--- src/rtl/cpu_axi_pkg.sv ---
// Shared AXI4 read-channel encodings and the instruction-fetch FSM state type
// used by if_fetch_master and its optional line buffer.
package cpu_axi_pkg;

  typedef enum logic [1:0] {
    ST_IDLE = 2'd0,
    ST_ADDR = 2'd1,
    ST_DATA = 2'd2
  } fetch_state_e;

  localparam logic [1:0]  AXI_BURST_INCR = 2'b01;
  localparam logic [2:0]  AXI_SIZE_WORD  = 3'b010;
  localparam logic [1:0]  AXI_RESP_OKAY  = 2'b00;
  localparam logic [3:0]  AXI_LEN_SINGLE = 4'd0;
  localparam logic [31:0] INSTR_NOP      = 32'h0000_0013;

  // Word handed to IF for a completing beat: error responses become a NOP.
  function automatic logic [31:0] fetch_word(input logic [1:0]  resp,
                                             input logic [31:0] data);
    return (resp == AXI_RESP_OKAY) ? data : INSTR_NOP;
  endfunction

endpackage

--- src/rtl/if_line_buf.sv ---
// One-entry instruction buffer (valid/addr/data) for if_fetch_master.
// Only compiled when IF_LINE_BUF_EN is defined.
`ifdef IF_LINE_BUF_EN
module if_line_buf (
  input  logic        clk,
  input  logic        rst,
  input  logic        flush,
  input  logic        wr_en,
  input  logic [31:0] wr_addr,
  input  logic [31:0] wr_data,
  input  logic        lookup_en,
  input  logic [31:0] lookup_addr,
  output logic        hit,
  output logic [31:0] hit_data
);

  logic        valid_q;
  logic [31:0] addr_q;
  logic [31:0] data_q;

  // A flush wins over a same-cycle fill so the entry never survives it.
  always_ff @(posedge clk) begin
    if (rst || flush) begin
      valid_q <= 1'b0;
    end else if (wr_en) begin
      valid_q <= 1'b1;
    end
    if (rst) begin
      addr_q <= '0;
      data_q <= '0;
    end else if (wr_en) begin
      addr_q <= wr_addr;
      data_q <= wr_data;
    end
  end

  assign hit      = lookup_en && valid_q && (lookup_addr == addr_q) && !flush;
  assign hit_data = data_q;

endmodule
`endif

--- src/rtl/if_fetch_master.sv ---
// Instruction-fetch AXI4 read master: one single-beat read outstanding at a time,
// stalls IF until the word for IM_addr arrives. Optional buffer: IF_LINE_BUF_EN.
module if_fetch_master
  import cpu_axi_pkg::*;
#(
  parameter logic [3:0] MASTER_ID = 4'd0
) (
  input  logic        clk,
  input  logic        rst,
  input  logic        IM_read,
  input  logic [31:0] IM_addr,
  input  logic        buf_flush,
  output logic [31:0] IM_instruction,
  output logic        AXI_IF_stall,
  output logic [3:0]  ARID_M,
  output logic [31:0] ARADDR_M,
  output logic [3:0]  ARLEN_M,
  output logic [2:0]  ARSIZE_M,
  output logic [1:0]  ARBURST_M,
  output logic        ARVALID_M,
  input  logic        ARREADY_M,
  input  logic [3:0]  RID_M,
  input  logic [31:0] RDATA_M,
  input  logic [1:0]  RRESP_M,
  input  logic        RLAST_M,
  input  logic        RVALID_M,
  output logic        RREADY_M,
  output logic [1:0]  dbg_state
);

  // Handshakes: AR transfers when ARVALID_M && ARREADY_M at a rising edge; ARVALID_M
  // and ARADDR_M hold until then. R transfers when RVALID_M && RREADY_M; RREADY_M is
  // high for the whole DATA state so the single beat is always accepted.

  fetch_state_e state_q, state_d;
  logic [31:0]  req_addr_q, req_addr_d;
  logic [31:0]  last_instr_q, last_instr_d;

  logic         beat;
  logic         complete;
  logic [31:0]  resp_word;
  logic         buf_hit;
  logic [31:0]  buf_data;

  assign beat      = (state_q == ST_DATA) && RVALID_M && RLAST_M;
  assign complete  = beat && IM_read && (IM_addr == req_addr_q);
  assign resp_word = fetch_word(RRESP_M, RDATA_M);

`ifdef IF_LINE_BUF_EN
  // Only OKAY data is cached; an error NOP must be refetched next time.
  if_line_buf u_line_buf (
    .clk         (clk),
    .rst         (rst),
    .flush       (buf_flush),
    .wr_en       (complete && (RRESP_M == AXI_RESP_OKAY)),
    .wr_addr     (req_addr_q),
    .wr_data     (RDATA_M),
    .lookup_en   ((state_q == ST_IDLE) && IM_read),
    .lookup_addr (IM_addr),
    .hit         (buf_hit),
    .hit_data    (buf_data)
  );

  logic unused_ok;
  assign unused_ok = &{1'b0, RID_M};
`else
  assign buf_hit  = 1'b0;
  assign buf_data = '0;

  logic unused_ok;
  assign unused_ok = &{1'b0, RID_M, buf_flush};
`endif

  always_ff @(posedge clk) begin
    if (rst) begin
      state_q      <= ST_IDLE;
      req_addr_q   <= '0;
      last_instr_q <= '0;
    end else begin
      state_q      <= state_d;
      req_addr_q   <= req_addr_d;
      last_instr_q <= last_instr_d;
    end
  end

  always_comb begin
    state_d        = state_q;
    req_addr_d     = req_addr_q;
    last_instr_d   = last_instr_q;
    ARVALID_M      = 1'b0;
    RREADY_M       = 1'b0;
    AXI_IF_stall   = 1'b0;
    IM_instruction = last_instr_q;

    unique case (state_q)
      ST_IDLE: begin
        if (buf_hit) begin
          IM_instruction = buf_data;
          last_instr_d   = buf_data;
        end else if (IM_read) begin
          AXI_IF_stall = 1'b1;
          req_addr_d   = IM_addr;
          state_d      = ST_ADDR;
        end
      end
      ST_ADDR: begin
        ARVALID_M    = 1'b1;
        AXI_IF_stall = 1'b1;
        if (ARREADY_M) begin
          state_d = ST_DATA;
        end
      end
      ST_DATA: begin
        RREADY_M     = 1'b1;
        AXI_IF_stall = 1'b1;
        if (complete) begin
          AXI_IF_stall   = 1'b0;
          IM_instruction = resp_word;
          last_instr_d   = resp_word;
          state_d        = ST_IDLE;
        end else if (beat) begin
          // Stale or unwanted beat: drop it and chase the current address.
          if (IM_read) begin
            req_addr_d = IM_addr;
            state_d    = ST_ADDR;
          end else begin
            state_d    = ST_IDLE;
          end
        end
      end
      default: begin
        state_d = ST_IDLE;
      end
    endcase
  end

  assign ARID_M    = MASTER_ID;
  assign ARADDR_M  = req_addr_q;
  assign ARLEN_M   = AXI_LEN_SINGLE;
  assign ARSIZE_M  = AXI_SIZE_WORD;
  assign ARBURST_M = AXI_BURST_INCR;
  assign dbg_state = state_q;

endmodule

--- config.mk ---
export PLATFORM = sky130hd
export DESIGN_NAME = if_fetch_master
export DESIGN_NICKNAME = d
export VERILOG_FILES = /design/src/rtl/cpu_axi_pkg.sv /design/src/rtl/if_line_buf.sv /design/src/rtl/if_fetch_master.sv
export SDC_FILE = /design/constraint.sdc
export NUM_CORES = 1
export LEC_CHECK = 0
export CELL_PAD_IN_SITES_DETAIL_PLACEMENT = 1
export CELL_PAD_IN_SITES_GLOBAL_PLACEMENT = 1
export CORE_MARGIN = 1.5
export CORE_UTILIZATION = 27
export CTS_CLUSTER_DIAMETER = 40
export DETAILED_ROUTE_END_ITERATION = 10
export PLACE_DENSITY = 0.89
export SYNTH_ARGS = -nofsm -noshare
export SYNTH_HDL_FRONTEND = slang
export SYNTH_SLANG_ARGS = --single-unit
--- constraint.sdc ---
create_clock -name clk -period 2.18 [get_ports clk]
set_input_delay 0.436 -clock clk [delete_from_list [all_inputs] [get_ports clk]]
set_output_delay 0.436 -clock clk [all_outputs]
set_load 0.05 [all_outputs]
==> impl_metrics.env, run 1 <==
export IMPL_grt_first_pass_wirelength_um=24500
export IMPL_worstPathCellList="dlygate4sd2_1 -> xor2_1 -> nor4_2 -> nand3_2 -> nor4_4 -> buf_6 -> buf_8 -> buf_12 -> buf_12 -> nor2_4 -> a21oi_4 -> buf_12"
export IMPL_die_h_um=115
export IMPL_grt_pass1_vias=4467
export IMPL_die_x_um=115
export IMPL_min_from="IM_addr[26]"
export IMPL_syn_inst=395
export IMPL_initial_core_util=0.281
export IMPL_via_per_inst=4.65
export IMPL_syn_area_um2=3410
export IMPL_track_usage=0.247
export IMPL_critPathArrivalTime_ns=2.52
export IMPL_seq_area_um2=1380
export IMPL_critPathMaxFanout=6
export IMPL_r2r_start="ARADDR_M[16]"
export IMPL_ir_drop_v=0.000414
export IMPL_drc=0
export IMPL_cts_sinks=66
export IMPL_htreeDepth=3
export IMPL_min_path_type="input pin to register"
export IMPL_min_period_ns=2.96
export IMPL_synth_distinct_cells=25
export IMPL_ys_seq_area_frac=0.387
export IMPL_yosysTopAreaCellShare=0.387
export IMPL_dp_slack_ns=-1.13
export IMPL_cp_common_cell="buf_12"
export IMPL_final_area_um2=7890
export IMPL_vias=3792
export IMPL_violations="setup timing"
export IMPL_cp_startpoint="IM_addr[11]"
export IMPL_grt_setup_unrepaired="true"
export IMPL_first_pass_iters=4
export IMPL_clock_latency_ns=0.32
export IMPL_relSlewSlack=0.616
export IMPL_syn_area_per_cell_um2=8.64
export IMPL_placed_area_um2=6240
export IMPL_worst_slew_pin_slew_ns=0.575
export IMPL_setup_viol=93
export IMPL_die_area_um2=13300
export IMPL_grt_max_degree=99
export IMPL_syn2layout_area_growth_pct=131
export IMPL_fp_row_count=40
export IMPL_grt_overflow_total=0
export IMPL_fillers=1241
export IMPL_wl_um=16700
export IMPL_drtIter0Drc=115
export IMPL_dp_hpwl_um=9690
export IMPL_startpoint_type="input pin"
export IMPL_cts_path_max_buffers=2
export IMPL_ant_nets=0
export IMPL_power_density_nw_per_um2=467
export IMPL_antenna_cells=0
export IMPL_multi_input_area_um2=2950
export IMPL_drt_wirelength_per_cell_um=20.4
export IMPL_synth_top_cell_by_area="dfxtp_1"
export IMPL_crit_path_end_kind="output port"
export IMPL_numCtsBuffers=9
export IMPL_tns_ns=-42.06
export IMPL_yosysWarnings=0
export IMPL_finClkSkew_ns=0.00708
export IMPL_worstPathRequired_ns=1.74
export IMPL_fmax_mhz=338
export IMPL_antenna_found_initial=0
export IMPL_finalHoldViolations=0
export IMPL_power_leakage_nw=3.07
export IMPL_io_buffers=140
export IMPL_ys_ff_latch=66
export IMPL_drive_above_1_share=0.538
export IMPL_clk_pin_slew_ns=0.06
export IMPL_synth_edf_count=0
export IMPL_cap_violations=0
export IMPL_slew_violations=0
export IMPL_synthFlopType="dfxtp_1"
export IMPL_crit_type="input pin to output port"
export IMPL_slowest_delay_ns=0.36
export IMPL_gp_congestion=0.843
export IMPL_finalCritPeriodShare=1.36
export IMPL_ios=159
export IMPL_cp_slowest_cell="nor4_2"
export IMPL_status="finished with violations"
export IMPL_root_buffer="clkbuf_16"
export IMPL_cts_tree="yes"
export IMPL_fin_ws_ns=-0.781
export IMPL_core_area_um2=12200
export IMPL_cts_hold_buf=0
export IMPL_async_reset_ff_frac=0
export IMPL_fin_nets=720
export IMPL_netlist_top_cells_area="dfxtp_1, nand2b_1, mux2i_1"
path summary, 6_finish.rpt:
check	end	slack, ns	cells past startpoint
setup reg to reg	ARADDR_M[10]	-0.54	14
setup / recovery	IM_instruction[0]	-0.78	12
hold / removal	ARADDR_M[26]	0.44	3
hold reg to reg	last_instr_q[13]	0.50	2
cell usage in the layout (no fill, tap or decap), types with 7 or more instances in the layout:
master,n
nand2_4,25
clkbuf_16,11
nand3_4,26
buf_4,74
dfxtp_1,33
clkdlybuf4s50_1,75
nand2b_4,29
a21oi_1,10
xor2_1,22
nand2b_1,64
dlygate4sd2_1,21
a21oi_2,23
buf_6,32
buf_12,45
xnor2_1,7
mux2i_1,28
dfxtp_4,7
dfxtp_2,26
conb_1,13
state kept, by name, indices dropped and copies added, names as in the netlist:
| register | count |
|---|---|
| last_instr_q | 32 |
| ARADDR_M | 32 |
| dbg_state | 2 |
cell families (layout without fill, tap and decap cells):
group / after synthesis / after routing / share of synthesized area
AO/OA/AOI/OAI: 43 / 43 / 0.0740
XOR/XNOR: 32 / 32 / 0.0821
buffers and inverters: 40 / 281 / 0.0678
flip-flops: 66 / 66 / 0.387
multiplexers: 32 / 32 / 0.0938
other: 2 / 13 / 0.00220
AND/OR/NAND/NOR: 180 / 180 / 0.293
through the flow:
step           hold slack, ns  utilization  power [mW]  instances
6_report                0.436        0.649        3.69        815
5_1_grt                 0.459        0.649        3.82        815
4_1_cts                 0.483        0.634        3.69        805
3_5_place_dp            0.542        0.513        2.24        753
3_3_place_gp            0.529        0.513        2.20        753
2_1_floorplan           0.519            -        1.81        406
layer usage:
| metal | vias to the layer above | track usage | wire [um] |
|---|---|---|---|
| li1 | 1785 | - | - |
| met1 | 1847 | 0.247 | 5750 |
| met2 | 114 | 0.505 | 9670 |
| met3 | 46 | 0.0262 | 536 |
| met4 | 0 | 0.109 | 697 |
| met5 | - | 0 | 0 |
synthesized netlist by cell type (4+ instances only):
cell type / count
a21oi_1: 36
xnor2_1: 8
clkbuf_1: 18
dfxtp_1: 66
buf_4: 17
mux2i_1: 32
nand3_1: 30
xor2_1: 24
nand2_1: 31
nor3_1: 4
nor2_1: 9
nor4_1: 6
nand2b_1: 93
power by group:
| part | internal, mW | leakage (nW) | total [mW] | switching, mW |
|---|---|---|---|---|
| registers | 1.26 | 0.552 | 1.30 | 0.0406 |
| logic | 0.437 | 2.38 | 0.992 | 0.554 |
| clock network | 0.874 | 0.139 | 1.39 | 0.518 |
worst max-delay path: cells and delay by family:
kind / cells / cell delay [ns]
and+or+nand+nor: 4 / 0.83
xor gates and xnor gates: 1 / 0.16
AOI/OAI and AO/OA: 1 / 0.13
buffers and inverters: 6 / 0.96
cell type report:
cell class                      instances  area share
Timing Repair Buffer                  265       0.388
Sequential cell                        66       0.175
Clock inverter                          4     0.00571
Tap cell                              168      0.0266
Clock buffer                           11      0.0295
Inverter                                1    0.000476
Multi-Input combinational cell        300       0.374
repair_timing:
action / in CTS / in global routing
gates resized for setup: 167 / 32
cloned: 8 / 1
pin swaps: 25 / 21
setup buffers: 29 / 11
endpoints found under the setup margin: 98 / 98
Power figures use the tool's default switching activity.
==> inputs of run 2 (changes only) <==
--- a/config.mk
+++ b/config.mk
@@ -12,6 +12,8 @@
 export CTS_CLUSTER_DIAMETER = 40
 export DETAILED_ROUTE_END_ITERATION = 10
 export PLACE_DENSITY = 0.89
+export RECOVER_POWER = 25
+export SLEW_MARGIN = 20
 export SYNTH_ARGS = -nofsm -noshare
 export SYNTH_HDL_FRONTEND = slang
 export SYNTH_SLANG_ARGS = --single-unit
==> run 2 against run 1 <==
The flow still finishes with violations (setup timing). Clock-buffer cell count unchanged. Global-route usage unchanged. Sequential share of layout area about the same. Flip-flop and latch count unchanged. Clock skew about the same. Via count about the same. Sequential power about the same. Combinational power down 0.7%. Die area unchanged. Register-to-register slack about the same. Cell count unchanged. Final area down 0.14%. Largest cell class unchanged.
==> impl_metrics.env, run 2 (synthesis results as in run 1) <==
export IMPL_status="finished with violations"
export IMPL_violations="setup timing"
export IMPL_drt_wirelength_per_cell_um=20.5
export IMPL_critPathMaxFanout=6
export IMPL_crit_type="input pin to output port"
export IMPL_via_per_inst=4.66
export IMPL_clock_latency_ns=0.32
export IMPL_grt_pass1_vias=4467
export IMPL_antenna_cells=0
export IMPL_final_util=0.648
export IMPL_cts_path_max_buffers=2
export IMPL_fp_row_count=40
export IMPL_finalCritPeriodShare=1.36
export IMPL_worstPathRequired_ns=1.74
export IMPL_syn2layout_area_growth_pct=131
export IMPL_wl_met2_um=9680
export IMPL_cts_sinks=66
export IMPL_min_path_type="input pin to register"
export IMPL_power_leakage_nw=3.08
export IMPL_io_buffers=140
export IMPL_fmax_mhz=338
export IMPL_wl_met1_um=5800
export IMPL_initial_core_util=0.281
export IMPL_htreeDepth=3
export IMPL_clk_pin_slew_ns=0.06
export IMPL_ir_drop_v=0.000414
export IMPL_cap_violations=0
export IMPL_startpoint_type="input pin"
export IMPL_layout_commonest_cell="buf_4"
export IMPL_drtIter0Drc=103
export IMPL_ant_nets=0
export IMPL_fin_nets=720
export IMPL_first_pass_iters=4
export IMPL_track_usage=0.247
export IMPL_antenna_found_initial=0
export IMPL_maxUsedRoutingLayer="met4"
export IMPL_min_period_ns=2.96
export IMPL_fin_ws_ns=-0.778
export IMPL_finalHoldViolations=0
export IMPL_wl_um=16700
export IMPL_wl_met3_um=538
export IMPL_vias=3794
export IMPL_hold_ws_ns=0.436
export IMPL_final_cell_mix="buf_4, clkdlybuf4s50_1, nand2b_1"
export IMPL_core_area_um2=12200
export IMPL_crit_path_end_kind="output port"
export IMPL_grt_first_pass_wirelength_um=24500
export IMPL_root_buffer="clkbuf_16"
export IMPL_worst_slew_pin_slew_ns=0.575
export IMPL_power_density_nw_per_um2=467
export IMPL_finClkSkew_ns=0.00733
export IMPL_ios=159
export IMPL_die_h_um=115
export IMPL_setup_viol=94
export IMPL_dp_hpwl_um=9690
export IMPL_grt_setup_unrepaired="true"
export IMPL_die_area_um2=13300
export IMPL_numCtsBuffers=9
export IMPL_fillers=1242
export IMPL_die_x_um=115
export IMPL_grt_max_degree=99
export IMPL_grt_overflow_total=0
export IMPL_slew_violations=0
export IMPL_relSlewSlack=0.616
export IMPL_critPathArrivalTime_ns=2.52
export IMPL_cts_tree="yes"
export IMPL_gp_congestion=0.843
export IMPL_drive_above_1_share=0.535
export IMPL_drc=0
-- run 2: cell type report --
type                            count  area [um^2]  area share
Clock buffer                       11          233      0.0295
Clock inverter                      4         45.0     0.00572
Inverter                            1         3.75    0.000476
Multi-Input combinational cell    300         2950       0.375
Sequential cell                    66         1380       0.175
Tap cell                          168          210      0.0267
Timing Repair Buffer              265         3060       0.388
-- run 2: per-layer routing --
layer | up-vias | track usage
li1 | 1783 | -
met1 | 1853 | 0.247
met2 | 112 | 0.505
met3 | 46 | 0.0262
met4 | 0 | 0.109
met5 | - | 0
-- run 2: report_power, final --
group	switching [mW]	internal, mW	leakage (nW)
sequential	0.0406	1.26	0.552
clock	0.518	0.874	0.139
combinational	0.554	0.431	2.39
total	1.11	2.57	3.08
-- run 2: worst paths after layout --
| path | start | to | slack [ns] | cells after the start |
|---|---|---|---|---|
| worst max-delay path | IM_addr[11] | IM_instruction[0] | -0.78 | 12 |
| worst min-delay path | IM_addr[26] | ARADDR_M[26] | 0.44 | 3 |
| worst max register to register | ARADDR_M[16] | ARADDR_M[10] | -0.55 | 14 |
| worst min register to register | last_instr_q[13] | last_instr_q[13] | 0.50 | 2 |
-- run 2: worst max-delay path, stage by stage --
cell           delay [ns]
dlygate4sd2_1        0.26
xor2_1               0.16
nor4_2               0.36
nand3_2              0.18
nor4_4               0.25
buf_6                0.16
buf_8                0.13
buf_12               0.14
buf_12               0.11
nor2_4               0.04
a21oi_4              0.13
buf_12               0.15
-- run 2: stage by stage --
step / setup slack (ns) / power [mW] / area, um^2 / instances / TNS, ns
floorplan: -0.228 / 1.81 / 3910 / 406 / -6.90
global placement: -1.17 / 2.20 / 6240 / 753 / -90.63
detailed placement: -1.13 / 2.24 / 6240 / 753 / -88.14
CTS: -0.834 / 3.69 / 7710 / 805 / -41.73
global route: -0.868 / 3.81 / 7880 / 815 / -51.08
finish: -0.778 / 3.68 / 7880 / 815 / -42.30
-- run 2: timing repair --
action                                  4_1_cts  5_1_grt
endpoints found under the setup margin       98       98
gates cloned                                  8        1
hold buffers                                  0        0
pin swaps                                    25       21
endpoints found under the hold margin         0        0
setup buffers                                29       11
resized for setup                           167       32
==> inputs of run 3 (changes only) <==
--- a/config.mk
+++ b/config.mk
@@ -13,6 +13,7 @@
 export DETAILED_ROUTE_END_ITERATION = 10
 export PLACE_DENSITY = 0.89
 export RECOVER_POWER = 25
+export SKIP_LAST_GASP = 1
 export SLEW_MARGIN = 20
 export SYNTH_ARGS = -nofsm -noshare
 export SYNTH_HDL_FRONTEND = slang
==> run 3 against run 2 <==
The run still ends with setup timing left. Maximum frequency is 2.5% lower. Worst setup slack lost 0.075 ns. Flip-flop and latch count unchanged. Via count rose by 0.47%. Final area grew 0.70%. Non-clock buffer count up 4. Combinational power grew 4%. Clock power hardly changed. Largest cell class unchanged.
==> impl_metrics.env, run 3 (synthesis results as in run 1) <==
export IMPL_totalPowerFinal_mw=3.74
export IMPL_min_path_type="input pin to register"
export IMPL_cts_sinks=66
export IMPL_comb_power_share=0.272
export IMPL_finalCritPeriodShare=1.39
export IMPL_clk_pin_slew_ns=0.06
export IMPL_finClkSkew_ns=0.00666
export IMPL_drc=0
export IMPL_power_density_nw_per_um2=471
export IMPL_initial_core_util=0.281
export IMPL_finalHoldViolations=0
export IMPL_syn2layout_area_growth_pct=132
export IMPL_crit_path_end_kind="output port"
export IMPL_drt_wirelength_per_cell_um=20.9
export IMPL_wl_um=17200
export IMPL_die_h_um=115
export IMPL_drive_above_1_share=0.550
export IMPL_core_area_um2=12200
export IMPL_instances_no_fill=821
export IMPL_p_int_mw=2.58
export IMPL_fp_row_count=40
export IMPL_setup_viol=97
export IMPL_cp_common_cell="buf_12"
export IMPL_worstPathRequired_ns=1.74
export IMPL_post_place_cells=753
export IMPL_fillers=1235
export IMPL_violations="setup timing"
export IMPL_pwr_share_seq=0.350
export IMPL_reg2reg_to="ARADDR_M[28]"
export IMPL_final_cell_mix="buf_4, nand2b_1, clkdlybuf4s50_1"
export IMPL_grt_max_degree=99
export IMPL_final_area_um2=7940
export IMPL_placed_area_um2=6240
export IMPL_via_per_inst=4.64
export IMPL_io_buffers=140
export IMPL_numCtsBuffers=9
export IMPL_slew_violations=0
export IMPL_tns_ns=-46.47
export IMPL_relSlewSlack=0.615
export IMPL_ir_drop_v=0.000350
export IMPL_power_leakage_nw=3.15
export IMPL_swShare=0.310
export IMPL_critPathBufInv=5
export IMPL_critPathArrivalTime_ns=2.60
export IMPL_grt_first_pass_wirelength_um=24500
export IMPL_min_period_ns=3.03
export IMPL_fin_ws_ns=-0.853
export IMPL_cap_violations=0
export IMPL_status="finished with violations"
export IMPL_slowest_delay_ns=0.34
export IMPL_crit_cells=11
export IMPL_startpoint_type="register"
export IMPL_grt_setup_unrepaired="true"
export IMPL_pwr_share_clk=0.378
export IMPL_ant_nets=0
export IMPL_grt_pass1_vias=4385
export IMPL_vias=3812
export IMPL_fmax_mhz=330
export IMPL_cp_slowest_cell="dfxtp_2"
export IMPL_drtIter0Drc=85
export IMPL_endpoint="IM_instruction[0]"
export IMPL_reg2reg_setup_slack_ns=-0.62
export IMPL_clock_latency_ns=0.32
export IMPL_root_buffer="clkbuf_16"
export IMPL_r2r_start="ARADDR_M[20]"
export IMPL_die_area_um2=13300
export IMPL_final_util=0.652
export IMPL_fin_nets=724
export IMPL_antenna_found_initial=1
export IMPL_worst_slew_pin_slew_ns=0.575
export IMPL_layout_commonest_cell="buf_4"
export IMPL_die_x_um=115
export IMPL_crit_type="register to output port"
export IMPL_htreeDepth=3
export IMPL_cts_tree="yes"
export IMPL_track_usage=0.246
export IMPL_cp_top_family="simple AND/OR/NAND/NOR gates"
export IMPL_gp_congestion=0.843
export IMPL_switchingPower_mw=1.16
export IMPL_ios=159
export IMPL_grt_overflow_total=0
export IMPL_critPathMaxFanout=6
export IMPL_dp_hpwl_um=9690
export IMPL_cts_path_max_buffers=2
export IMPL_reg2regPathDepth=14
export IMPL_first_pass_iters=4
export IMPL_worstPathCellList="xor2_2 -> nor4_4 -> nand4_1 -> nor4_4 -> buf_6 -> buf_12 -> buf_12 -> buf_12 -> nor2_4 -> a21oi_4 -> buf_12"
export IMPL_cp_startpoint="ARADDR_M[20]"
[run 3: cell count changes in the layout (fill, tap and decap cells not counted), sizes merged]
cell | previous run | this run
clkdlybuf4s50 | 70 | 63
dlymetal6s2s | 2 | 9
clkbuf | 16 | 22
dlygate4sd2 | 21 | 17
buf | 157 | 160
diode | 0 | 2
clkdlybuf4s15 | 5 | 4
[run 3: what timing repair did]
| action | in CTS | in global routing |
|---|---|---|
| endpoints found under the setup margin | 98 | 98 |
| cloned | 8 | 2 |
| hold buffers | 0 | 0 |
| pin swaps | 24 | 21 |
| resized for setup | 148 | 59 |
| buffers inserted | 29 | 18 |
[run 3: final cells by class]
| cell class | instances | area, um^2 | share of cell area |
|---|---|---|---|
| Sequential cell | 66 | 1380 | 0.174 |
| Inverter | 1 | 3.75 | 0.000473 |
| Clock buffer | 11 | 233 | 0.0293 |
| Tap cell | 168 | 210 | 0.0265 |
| Multi-Input combinational cell | 300 | 3010 | 0.379 |
| Antenna cell | 2 | 5.00 | 0.000631 |
| Timing Repair Buffer | 269 | 3050 | 0.384 |
| Clock inverter | 4 | 45.0 | 0.00568 |
[run 3: metal layers]
metal  up-vias  global-route usage  part of all wire
met5         -                   0                 0
met4         0              0.0881             0.025
met3        28              0.0288             0.028
met2       104               0.500              0.58
met1      1897               0.255              0.37
li1       1783                   -                 -
[run 3: stage by stage]
step                hold slack, ns  setup WS [ns]
finish                       0.431         -0.853
global placement             0.529          -1.17
floorplan                    0.519         -0.228
CTS                          0.483         -0.834
detailed placement           0.542          -1.13
global route                 0.438         -0.887
[run 3: worst reg2reg max path, delay by kind of cell, from the launching register on]
kind / cells / cell delay [ns]
XOR/XNOR: 1 / 0.19
flip-flops: 1 / 0.34
AND/OR/NAND/NOR: 3 / 0.84
buffers and inverters: 8 / 1.11
multiplexers: 1 / 0.18
AO/OA/AOI/OAI: 1 / 0.05
[run 3: how the worst min path moves through the flow]
stage / start / to / slack, ns / depth (start not counted)
finish: IM_addr[6] / ARADDR_M[6] / 0.43 / 3
global route: IM_addr[6] / ARADDR_M[6] / 0.44 / 3
CTS: IM_addr[0] / ARADDR_M[0] / 0.48 / 3
detailed placement: last_instr_q[16] / last_instr_q[16] / 0.54 / 2
global placement: last_instr_q[22] / last_instr_q[22] / 0.53 / 2
floorplan: last_instr_q[25] / last_instr_q[25] / 0.52 / 2
[run 3: power groups by stage]
| stage | combinational (mW) | sequential [mW] | clock (mW) |
|---|---|---|---|
| final | 1.02 | 1.31 | 1.41 |
| after global routing | 1.06 | 1.31 | 1.49 |
| after CTS | 0.965 | 1.30 | 1.42 |
| after detailed placement | 0.911 | 1.32 | 0 |
| after global placement | 0.882 | 1.32 | 0 |
| after floorplan | 0.315 | 1.50 | 0 |
